==> src/rtl/mips_memwb_pkg.sv <==
// Shared definitions for the MEM/WB pipeline register: FSM encoding,
// register-0 constant, halfword select bit and the WB slot layout.
package mips_memwb_pkg;

  typedef enum logic {
    ST_RUN    = 1'b0,
    ST_HALTED = 1'b1
  } state_e;

  localparam logic [4:0] REG_ZERO     = 5'd0;
  localparam int         HALF_SEL_BIT = 1;

  typedef struct packed {
    logic        valid;
    logic        reg_write;
    logic [4:0]  write_reg;
    logic [31:0] wb_data;
    logic [31:0] pc;
  } wb_slot_t;

endpackage

==> src/rtl/mips_memwb_if.sv <==
// MEM-stage inputs and WB-stage outputs of the MEM/WB register.
interface mips_memwb_if #(
  parameter int CNT_W = 32
);
  logic             Stall;
  logic             Flush;
  logic             Valid_in;
  logic             RegWrite_in;
  logic             MemToReg_in;
  logic             HalfW_in;
  logic             LoadSigned_in;
  logic             Halt_in;
  logic [4:0]       WriteReg_in;
  logic [31:0]      AluResult;
  logic [31:0]      MemReadData;
  logic [31:0]      PC_in;

  logic             RegWrite;
  logic [4:0]       WriteReg;
  logic [31:0]      WriteBackData;
  logic [31:0]      PC_out;
  logic             Valid_out;
  logic             Halted;
  logic [CNT_W-1:0] RetireCount;

  modport master (
    output Stall, Flush, Valid_in, RegWrite_in, MemToReg_in, HalfW_in,
           LoadSigned_in, Halt_in, WriteReg_in, AluResult, MemReadData, PC_in,
    input  RegWrite, WriteReg, WriteBackData, PC_out, Valid_out, Halted,
           RetireCount
  );

  modport slave (
    input  Stall, Flush, Valid_in, RegWrite_in, MemToReg_in, HalfW_in,
           LoadSigned_in, Halt_in, WriteReg_in, AluResult, MemReadData, PC_in,
    output RegWrite, WriteReg, WriteBackData, PC_out, Valid_out, Halted,
           RetireCount
  );
endinterface

==> src/rtl/mips_load_align.sv <==
// Combinational load alignment: word pass-through or halfword select
// with sign/zero extension.
module mips_load_align (
  input  logic        half_w,
  input  logic        load_signed,
  input  logic        half_sel,
  input  logic [31:0] rdata,
  output logic [31:0] load_data
);

  logic        [15:0] half;
  logic signed [15:0] half_s;

  always_comb begin
    half      = half_sel ? rdata[31:16] : rdata[15:0];
    half_s    = half;
    load_data = rdata;
    if (half_w) begin
      load_data = load_signed ? 32'(half_s) : {16'h0000, half};
    end
  end

endmodule

==> src/rtl/mips_memwb.sv <==
// MEM/WB pipeline register with flush/stall, sticky halt FSM and a
// retired-instruction counter.
module mips_memwb
  import mips_memwb_pkg::*;
#(
  parameter int CNT_W = 32
) (
  input  logic        CLK,
  input  logic        RST,
  mips_memwb_if.slave bus
);

  state_e           state_q, state_d;
  wb_slot_t         slot_q, slot_d;
  logic [CNT_W-1:0] cnt_q, cnt_d;
  logic [31:0]      load_data;

  mips_load_align u_align (
    .half_w      (bus.HalfW_in),
    .load_signed (bus.LoadSigned_in),
    .half_sel    (bus.AluResult[HALF_SEL_BIT]),
    .rdata       (bus.MemReadData),
    .load_data   (load_data)
  );

  always_comb begin
    state_d = state_q;
    slot_d  = slot_q;
    cnt_d   = cnt_q;
    if (bus.Flush) begin
      slot_d = '0;
    end else if (!bus.Stall) begin
      if (state_q == ST_HALTED) begin
        slot_d = '0;
      end else begin
        slot_d.valid     = bus.Valid_in;
        slot_d.reg_write = bus.RegWrite_in & bus.Valid_in &
                           (bus.WriteReg_in != REG_ZERO);
        slot_d.write_reg = bus.WriteReg_in;
        slot_d.wb_data   = bus.MemToReg_in ? load_data : bus.AluResult;
        slot_d.pc        = bus.PC_in;
        // The halting instruction itself still retires and counts.
        if (bus.Valid_in) begin
          cnt_d = cnt_q + CNT_W'(1);
          if (bus.Halt_in) state_d = ST_HALTED;
        end
      end
    end
  end

  always_ff @(posedge CLK or posedge RST) begin
    if (RST) begin
      state_q <= ST_RUN;
      slot_q  <= '0;
      cnt_q   <= '0;
    end else begin
      state_q <= state_d;
      slot_q  <= slot_d;
      cnt_q   <= cnt_d;
    end
  end

  assign bus.RegWrite      = slot_q.reg_write;
  assign bus.WriteReg      = slot_q.write_reg;
  assign bus.WriteBackData = slot_q.wb_data;
  assign bus.PC_out        = slot_q.pc;
  assign bus.Valid_out     = slot_q.valid;
  assign bus.Halted        = (state_q == ST_HALTED);
  assign bus.RetireCount   = cnt_q;

endmodule

==> src/flat_wrapper.sv <==
// flat-port wrapper written by rule: the top's interface ports become plain ports
module mips_memwb_flat import mips_memwb_pkg::*;
#(
  parameter int CNT_W = 32
)
  (CLK, RST, bus_Stall, bus_Flush, bus_Valid_in, bus_RegWrite_in, bus_MemToReg_in, bus_HalfW_in, bus_LoadSigned_in, bus_Halt_in, bus_WriteReg_in, bus_AluResult, bus_MemReadData, bus_PC_in, bus_RegWrite, bus_WriteReg, bus_WriteBackData, bus_PC_out, bus_Valid_out, bus_Halted, bus_RetireCount);
  mips_memwb_if #(.CNT_W(CNT_W)) bus_i ();
  input  logic CLK;
  input  logic RST;
  input wire logic [$bits(bus_i.Stall)-1:0] bus_Stall;
  input wire logic [$bits(bus_i.Flush)-1:0] bus_Flush;
  input wire logic [$bits(bus_i.Valid_in)-1:0] bus_Valid_in;
  input wire logic [$bits(bus_i.RegWrite_in)-1:0] bus_RegWrite_in;
  input wire logic [$bits(bus_i.MemToReg_in)-1:0] bus_MemToReg_in;
  input wire logic [$bits(bus_i.HalfW_in)-1:0] bus_HalfW_in;
  input wire logic [$bits(bus_i.LoadSigned_in)-1:0] bus_LoadSigned_in;
  input wire logic [$bits(bus_i.Halt_in)-1:0] bus_Halt_in;
  input wire logic [$bits(bus_i.WriteReg_in)-1:0] bus_WriteReg_in;
  input wire logic [$bits(bus_i.AluResult)-1:0] bus_AluResult;
  input wire logic [$bits(bus_i.MemReadData)-1:0] bus_MemReadData;
  input wire logic [$bits(bus_i.PC_in)-1:0] bus_PC_in;
  output wire logic [$bits(bus_i.RegWrite)-1:0] bus_RegWrite;
  output wire logic [$bits(bus_i.WriteReg)-1:0] bus_WriteReg;
  output wire logic [$bits(bus_i.WriteBackData)-1:0] bus_WriteBackData;
  output wire logic [$bits(bus_i.PC_out)-1:0] bus_PC_out;
  output wire logic [$bits(bus_i.Valid_out)-1:0] bus_Valid_out;
  output wire logic [$bits(bus_i.Halted)-1:0] bus_Halted;
  output wire logic [$bits(bus_i.RetireCount)-1:0] bus_RetireCount;
  assign bus_i.Stall = bus_Stall;
  assign bus_i.Flush = bus_Flush;
  assign bus_i.Valid_in = bus_Valid_in;
  assign bus_i.RegWrite_in = bus_RegWrite_in;
  assign bus_i.MemToReg_in = bus_MemToReg_in;
  assign bus_i.HalfW_in = bus_HalfW_in;
  assign bus_i.LoadSigned_in = bus_LoadSigned_in;
  assign bus_i.Halt_in = bus_Halt_in;
  assign bus_i.WriteReg_in = bus_WriteReg_in;
  assign bus_i.AluResult = bus_AluResult;
  assign bus_i.MemReadData = bus_MemReadData;
  assign bus_i.PC_in = bus_PC_in;
  assign bus_RegWrite = bus_i.RegWrite;
  assign bus_WriteReg = bus_i.WriteReg;
  assign bus_WriteBackData = bus_i.WriteBackData;
  assign bus_PC_out = bus_i.PC_out;
  assign bus_Valid_out = bus_i.Valid_out;
  assign bus_Halted = bus_i.Halted;
  assign bus_RetireCount = bus_i.RetireCount;
  mips_memwb #(.CNT_W(CNT_W)) u_core (.CLK(CLK), .RST(RST), .bus(bus_i));
endmodule
==> config.mk <==
export PLATFORM = sky130hd
export DESIGN_NAME = mips_memwb_flat
export DESIGN_NICKNAME = d
export VERILOG_FILES = /design/src/rtl/mips_memwb_pkg.sv /design/src/rtl/mips_memwb_if.sv /design/src/rtl/mips_load_align.sv /design/src/rtl/mips_memwb.sv /design/src/flat_wrapper.sv
export SDC_FILE = /design/constraint.sdc
export NUM_CORES = 1
export LEC_CHECK = 0
export ABC_AREA = 1
export CORE_MARGIN = 2
export CORE_UTILIZATION = 50
export CTS_BUF_LIST = sky130_fd_sc_hd__clkbuf_16
export DETAILED_ROUTE_END_ITERATION = 10
export DONT_BUFFER_PORTS = 1
export GPL_TIMING_DRIVEN = 0
export PLACE_DENSITY = 0.73
export SLEW_MARGIN = 40
export SYNTH_ARGS = -nofsm -noshare
export SYNTH_HDL_FRONTEND = slang
export SYNTH_SLANG_ARGS = --single-unit
==> constraint.sdc <==
create_clock -name CLK -period 4.57 [get_ports CLK]
set_input_delay 0.914 -clock CLK [delete_from_list [all_inputs] [get_ports CLK]]
set_output_delay 0.914 -clock CLK [all_outputs]
set_load 0.05 [all_outputs]
**Yosys cells after proc, flatten, opt, wreduce, memory -nomap -nowiden**

Index checks and enable logic that the tools add are counted.

- Flip-flop bits (word level): 104
- Output and inout bits: 104
- Input port bits: 111
- Logic and storage cells: 27

- Bitwise gates (word level): 5
- Equal/unequal tests: 1
- Reduce and logical (&&, ||, !) cells: 3
- Add/subtract/negate cells: 1
- Multiplexer cells: 10

Operators by type and width:

| cell | count |
|---|---|
| $mux W71 | 3 |
| $mux W32 | 3 |
| $add A32 B1 Y32 const B | 1 |
| $mux W16 | 1 |
| $reduce_bool A5 Y1 | 1 |
| $reduce_and A4 Y1 | 1 |
| $mux W1 | 3 |
| $not A1 Y1 | 3 |
| $and A1 B1 Y1 | 2 |
| $ne A2 B1 Y1 const B | 1 |
| $reduce_and A2 Y1 | 1 |

**Logic depth before layout (Yosys ltp)**

Gate-level depths: netlist of run 1.

- Depth after elaboration: 7
- Depth in mapped cells: 9

**Cells and area by module**

Synthesis of run 1 repeated with hierarchy kept, for this count alone.

- Cells, all modules: 678
- Area total of the unflattened synthesis: 5330.1 µm²

By module, submodules not included:

| module | cells an instance | area each (µm²) | times used | sequential area each (µm²) |
|---|---|---|---|---|
| mips_memwb | 584 | 4912.2 | 1 | 2602.5 |
| mips_load_align | 94 | 417.9 | 1 | 0.0 |

**Worst setup path before layout of run 1**

Ideal clock, no wire load.

- Kind: in2reg
- Start: input bus_Flush
- End: register u_core.cnt_q[27] (netlist: u_core.bus.RetireCount[27])
- Setup slack: 2.754 ns
- Library setup time: 0.120 ns
- Required time: 4.450 ns
- Data arrival time: 1.697 ns
- Stages: 7
- Buffers on the path: 1
- Cell sequence: nor2_2 > buf_4 > nand3_4 > nor2_4 > nand3_1 > nand2_1 > nand2_1

- Longest elaborated chain between the ends: 2

Ends and longest elaborated chain:

| item | line | RTL |
|---|---|---|
| start: declaration | flat_wrapper.sv:11 | `input wire logic [$bits(bus_i.Flush)-1:0] bus_Flush;` |
| $not A1 Y1 (no line) | - |  |
| $reduce_and A4 Y1 (no line) | - |  |
| end signal: assignment | mips_memwb.sv:59 | `cnt_q <= cnt_d;` |
| end: declaration | mips_memwb.sv:15 | `logic [CNT_W-1:0] cnt_q, cnt_d;` |

No other way between the ends.
A chain may end at the register's enable or synchronous reset.

**Final worst setup path of run 1**

- Start: register u_core.state_q (netlist: u_core.bus.Halted)
- End: output bus_Halted

RTL lines:

| item | line | RTL |
|---|---|---|
| start: declaration | mips_memwb.sv:13 | `state_e state_q, state_d;` |
| start signal: assignment | mips_memwb.sv:57 | `state_q <= state_d;` |
| end: declaration | flat_wrapper.sv:27 | `output wire logic [$bits(bus_i.Halted)-1:0] bus_Halted;` |

No word-level cell between the ends.

==> run_results.csv, run 1 <==
group,metric,value,unit
status,outcome,"completed",
logic_synthesis,syn_nets,738,
drt,post-route-drc-count,0,
sta,finalCritPeriodShare,44.1,%
power_and_ir_drop,seqPwrFrac,52.6,%
clocking,cts_tree,"built",
floorplanning,die_width,105,µm
critical_path,path_depth,0,
placement,place_area,0.00535,mm²
sta,hold_viol_final,0,
clocking,htreeDepth,3,
logic_synthesis,ys_seq_area_share,50.6,%
sta,setup_viol,0,
hold_path,hp-class,"primary input to async pin",
critical_path,r2r-end,"u_core.bus.RetireCount[30]",
global_route,antenna_found_initial,0,
critical_path,worstReg2RegStart,"u_core.bus.RetireCount[1]",
cells_and_area,stdcell_area,0.00563,mm²
power_and_ir_drop,switching_power,431,µW
clocking,path_clk_slew,0.07,ns
logic_synthesis,yosys.area.top_type,"dfrtp_1",
critical_path,r2r_slack,2.59,ns
logic_synthesis,synth_warnings,0,
clocking,holdBufCountCts,0,
power_and_ir_drop,clkPwrFrac,41.5,%
cells_and_area,area_growth_syn_to_layout,9.44,%
placement,place.gp.congestion,0.981,
critical_path,cp_max_fo,3,
drt,first_pass_iters,5,
logic_synthesis,ys_ff_latch,104,
power_and_ir_drop,power.density,312,mW/mm²
drt,drt_iter0_markers,292,
sta,holdWs,0.351,ns
placement,dp_hpwl,10800,µm
power_and_ir_drop,ir_drop,176,µV
global_route,grt_pass1_wl,22200,µm
cells_and_area,fill_cells,923,
power_and_ir_drop,switching_share,24.5,%
placement,portBuffers,0,
critical_path,crit_required,3.66,ns
sta,final.setup.worst_slack,2.55,ns
clocking,cts_root_buf,"clkbuf_16",
logic_synthesis,synth_cell_types,28,
clocking,cts_resized,0,
clocking,clock_latency,0.34,ns
drt,num_vias,4441,
critical_path,worst-setup-path-type,"flip-flop to output port",
placement,placed_cells,763,
drt,drtAntennaViolNets,0,
logic_synthesis,netlist_area,0.00514,mm²
global_route,grt_pass1_vias,4408,
sta,final_max_slew_viol_count,0,
global_route,grtUsageTotal,25.4,%
clocking,post-cts-setup-buffer-count,0,
sta,worstMarginPinSlew,0.733,ns
critical_path,crit_path_end_kind,"output port",
logic_synthesis,netlist.area_leader.share,50.6,%
floorplanning,initial_utilization,50.7,%
logic_synthesis,avgSynthCellArea,8.22,µm²
power_and_ir_drop,leakage,0.00276,µW
floorplanning,die-area,0.0111,mm²
logic_synthesis,synthTopCellsByArea,"dfrtp_1 (51%), nand2_1 (14%), nor2_1 (7.1%), a32o_1 (6.8%), o21ai_0 (4.7%)",
global_route,grt_max_degree,82,
cells_and_area,antennaDiodeCount,0,
sta,period_needed,2.02,ns
critical_path,startpoint_type,"flip-flop",
sta,fin_skew,0.00719,ns
floorplanning,io_pins,215,
cells_and_area,final_core_util,55.5,%
drt,routedWlPerCell,17.8,µm
placement,dp_slack,2.40,ns
drt,drt-total-wl,13900,µm
cells_and_area,drive_gt1_share,7.78,%
sta,rsz0062_at_grt,"no",
floorplanning,die_y,105,µm
critical_path,rr_worst_depth,8,
global_route,overflow,0,
logic_synthesis,synth-edff-count,0,
clocking,clock-sinks,104,
logic_synthesis,synth_ff_type,"dfrtp_1",
floorplanning,rows,37,
cells_and_area,final_cell_count_no_fill,779,
sta,timing.fmax,0.496,GHz
logic_synthesis,synthArstFlopShare,100,%
power_and_ir_drop,intPower,1320,µW
clocking,clock_path_buffers,2,
drt,viasPerCell,5.70,
critical_path,worst_ep_arrival_time,1.10,ns
cells_and_area,nets,750,
sta,slew_headroom,50.9,%
clocking,numCtsBuffers,9,
run,drv_cap,0,
floorplanning,fp.coreArea,0.0101,mm²
logic_synthesis,synthesis.instances,626,
power_and_ir_drop,p_comb_share,5.9,%
area by class of cell:
cell class	count	area [µm²]	share of cell area (%)
buffer	30	145	2.58
clock buffer	9	225	4.00
clock inverter	7	55.1	0.978
inverter	33	134	2.38
multi-input combinational	459	2270	40.3
sequential	104	2600	46.2
tap	136	170	3.02
timing repair buffer	1	27.5	0.489
registers in the layout (all words and copies together), names as in the netlist:
| name | cells |
|---|---|
| u_core.bus.Halted | 1 |
| u_core.bus.WriteReg | 5 |
| u_core.bus.RegWrite | 1 |
| u_core.bus.RetireCount | 32 |
| u_core.bus.Valid_out | 1 |
| u_core.bus.WriteBackData | 32 |
| u_core.bus.PC_out | 32 |
cell usage in the layout, fill, tap and decap left out, drive strengths merged:
cell type  instances
clkinv             2
inv               36
ha                 1
dfrtp            104
nand3             31
buf               20
nor3               1
clkbuf            20
o21ai             50
a32o              35
and2               1
clkinvlp           2
nand2            201
nand3b            12
nor2             106
xnor2              2
xor2              10
nand4              9
worst max-delay path by stage:
stage / start / to / slack, ns
6_report: u_core.bus.Halted / bus_Halted / 2.55
5_1_grt: u_core.bus.RetireCount[1] / u_core.bus.RetireCount[30] / 2.42
4_1_cts: u_core.bus.RetireCount[18] / bus_RetireCount[18] / 2.54
3_5_place_dp: bus_Stall / u_core.bus.WriteBackData[14] / 2.40
3_3_place_gp: RST / u_core.bus.WriteBackData[28] / -0.09
2_1_floorplan: RST / u_core.bus.Halted / 0.92
Yosys cell counts (2+ instances only):
cell type  instances
nand3b_1          12
xor2_1            10
nor2_1            97
a32o_1            35
nand2_2            2
dfrtp_1          104
inv_1             31
nor2_2             2
o21ai_0           48
buf_4              2
buf_2             14
clkbuf_1          11
xnor2_1            2
buf_1              2
nor2_4             7
nand2_1          198
nand3_1           29
o21ai_1            2
nand4_1            9
power groups by stage:
stage | sequential (µW) | clock, µW | combinational [µW]
after floorplan | 941 | 0 | 74.3
after global placement | 942 | 0 | 98.7
after detailed placement | 942 | 0 | 104
after CTS | 923 | 746 | 104
after global routing | 923 | 783 | 119
final | 924 | 729 | 103
cells by family (layout without fill, tap and decap cells):
kind of cell | count (synthesis) | count (layout) | synth area share (%)
flip-flops | 104 | 104 | 50.6
XOR/XNOR | 12 | 12 | 2.04
buffers and inverters | 63 | 80 | 5.28
adder cells (fa/ha/maj) | 1 | 1 | 0.243
AO/OA/AOI/OAI | 85 | 85 | 11.7
AND/OR/NAND/NOR | 361 | 361 | 30.2
per-layer routing:
layer / wire [µm] / vias to the layer above / track usage [%]
met5: 0 / - / 0
met4: 400 / 0 / 11.0
met3: 1280 / 35 / 7.79
met2: 6800 / 214 / 42.0
met1: 5390 / 2108 / 30.7
li1: - / 2084 / -
metrics by stage:
step / power [µW] / setup TNS [ns]
6_report: 1760 / 0
5_1_grt: 1830 / 0
4_1_cts: 1770 / 0
3_5_place_dp: 1050 / 0
3_3_place_gp: 1040 / -9.25
2_1_floorplan: 1020 / 0
(Power assumes the default switching activity.)
==> run 2: changes to the inputs <==
==> constraint.sdc (replaced) <==
create_clock -name CLK -period 2.04 [get_ports CLK]
set_input_delay 0.408 -clock CLK [delete_from_list [all_inputs] [get_ports CLK]]
set_output_delay 0.408 -clock CLK [all_outputs]
set_load 0.05 [all_outputs]
==> run 2 against run 1 <==
  * Register-to-register slack lost 2.4 ns
  * Routed wire length grew 3.4%
  * Critical path type is now flip-flop to flip-flop
  * Final area grew 1.3%
  * Total power grew 130%
  * Critical path depth grew 7
  * Cell count grew 0.51%
  * Sequential cell count is the same
  * Worst hold slack lost 0.15 ns
  * Highest routed layer unchanged
  * Combinational power grew 140%
  * Largest cell class unchanged
  * Largest power group unchanged
==> run_results.csv, run 2 (same netlist as run 1, synthesis figures left out) <==
group,metric,value,unit
cells_and_area,final_cell_count_no_fill,783,
cells_and_area,antennaDiodeCount,0,
drt,highest_layer,"met4",
cells_and_area,final_core_util,56.2,%
sta,tns,0,ns
status,outcome,"completed",
clocking,cts_tree,"built",
sta,final_max_slew_viol_count,0,
drt,routedWlPerCell,18.3,µm
drt,viasPerCell,5.64,
sta,slew_headroom,55.5,%
floorplanning,rows,37,
clocking,clock_path_buffers,2,
critical_path,cp_max_fo,7,
global_route,antenna_found_initial,0,
global_route,grt_max_degree,29,
clocking,path_clk_slew,0.07,ns
floorplanning,io_pins,215,
cells_and_area,stdcell_area,0.00570,mm²
drt,drtAntennaViolNets,0,
cells_and_area,nets,754,
clocking,numCtsBuffers,9,
drt,first_pass_iters,5,
drt,wl_met2,7110,µm
power_and_ir_drop,total_power,3950,µW
global_route,grt_pass1_wl,22800,µm
clocking,clock-sinks,104,
placement,place.gp.congestion,0.978,
cells_and_area,final_cell_mix,"nand2_1 (198), dfrtp_1 (98), nor2_1 (97), o21ai_0 (48), a32o_1 (35)",
critical_path,path_cells,"nand2_1 -> nor2_1 -> nand2_1 -> nor2_4 -> nand3_1 -> nand2_1 -> nand2_1",
hold_path,hp-class,"primary input to flip-flop",
placement,place_area,0.00541,mm²
drt,wl_met3,1210,µm
sta,worstMarginPinSlew,0.665,ns
drt,post-route-drc-count,0,
power_and_ir_drop,ir_drop,351,µV
sta,finalCritPeriodShare,91.6,%
sta,timing.fmax,0.535,GHz
floorplanning,die_y,105,µm
critical_path,crit_slowest_cell,"dfrtp_1",
cells_and_area,area_growth_syn_to_layout,10.8,%
clocking,htreeDepth,3,
floorplanning,fp.coreArea,0.0101,mm²
power_and_ir_drop,leakage,0.00278,µW
critical_path,worst-setup-path-type,"flip-flop to flip-flop",
cells_and_area,drive_gt1_share,9.12,%
power_and_ir_drop,power.density,693,mW/mm²
drt,drt_iter0_markers,365,
floorplanning,die_width,105,µm
critical_path,critical_path.most_common_cell,"nand2_1",
critical_path,worst_ep_arrival_time,2.10,ns
clocking,clock_latency,0.34,ns
global_route,overflow,0,
critical_path,startpoint_type,"flip-flop",
sta,rsz0062_at_grt,"no",
critical_path,crit_required,2.27,ns
critical_path,crit_buf_inv,0,
sta,setup_viol,0,
critical_path,cp_top_family,"simple AND/OR/NAND/NOR gates",
global_route,grt_pass1_vias,4478,
clocking,post-cts-setup-buffer-count,0,
drt,drt-total-wl,14300,µm
sta,hold_viol_final,0,
critical_path,critPathMaxStageDelay,0.72,ns
drt,drt-met1-wl,5660,µm
placement,placed_cells,766,
global_route,grtUsageTotal,26.1,%
critical_path,crit_path_end_kind,"flip-flop",
floorplanning,die-area,0.0111,mm²
drt,num_vias,4419,
run,drv_cap,0,
clocking,cts_root_buf,"clkbuf_16",
placement,portBuffers,0,
cells_and_area,final_common_cell,"nand2_1",
floorplanning,initial_utilization,50.7,%
sta,period_needed,1.87,ns
placement,dp_hpwl,11200,µm
sta,fin_skew,0.00877,ns
## run 2: cell count changes in the layout (fill, tap and decap cells not counted)
| cell | before | now |
|---|---|---|
| clkinv_2 | 1 | 2 |
| dfrtp_1 | 104 | 98 |
| inv_8 | 3 | 2 |
| dfrtp_2 | 0 | 6 |
| dlygate4sd3_1 | 0 | 1 |
| buf_12 | 0 | 3 |
## run 2: path summary, 6_finish.rpt
kind | to | slack, ns | from | depth (start not counted)
worst max register to register | u_core.bus.RetireCount[27] | 0.17 | u_core.bus.RetireCount[3] | 7
worst min register to register | u_core.bus.RetireCount[12] | 0.70 | u_core.bus.RetireCount[12] | 1
worst max-delay path | u_core.bus.RetireCount[27] | 0.17 | u_core.bus.RetireCount[3] | 7
worst min-delay path | u_core.bus.RegWrite | 0.20 | bus_RegWrite_in | 2
max in group asynchronous | u_core.bus.RetireCount[11] | 0.69 | RST | 5
min in group asynchronous | u_core.bus.WriteBackData[1] | 0.53 | RST | 2
## run 2: per-stage QoR
stage	worst slack, ns	hold WS, ns
3_3_place_gp	-0.125	0.553
3_5_place_dp	0.0965	0.280
6_report	0.172	0.204
2_1_floorplan	0.335	0.546
5_1_grt	0.0292	0.204
4_1_cts	0.0728	0.193
## run 2: layout make-up
type | instances | area, µm²
fillers | 936 | 4440
repair buffers | 5 | 97.6
flip-flops and latches | 104 | 2610
well taps | 136 | 170
multi-input cells | 459 | 2270
clock inverters | 7 | 52.6
inverters | 33 | 130
clock buffers | 9 | 225
plain buffers | 30 | 145
## run 2: repair_timing
item,in CTS,in global routing
endpoints found under the hold margin,12,0
endpoints found under the setup margin,0,10
gates resized for setup,0,6
hold buffers,1,0
## run 2: where the power goes
part	total (µW)	internal (µW)	switching [µW]	leakage, µW
clock	1630	841	792	0.000137
sequential	2070	2060	7.92	0.00143
combinational	248	75.3	173	0.00121
total	3950	2980	973	0.00278
## run 2: per-layer routing
| layer | up-vias | track usage (%) |
|---|---|---|
| met3 | 27 | 8.84 |
| li1 | 2092 | - |
| met5 | - | 0 |
| met4 | 0 | 7.90 |
| met1 | 2116 | 30.7 |
| met2 | 184 | 45.2 |
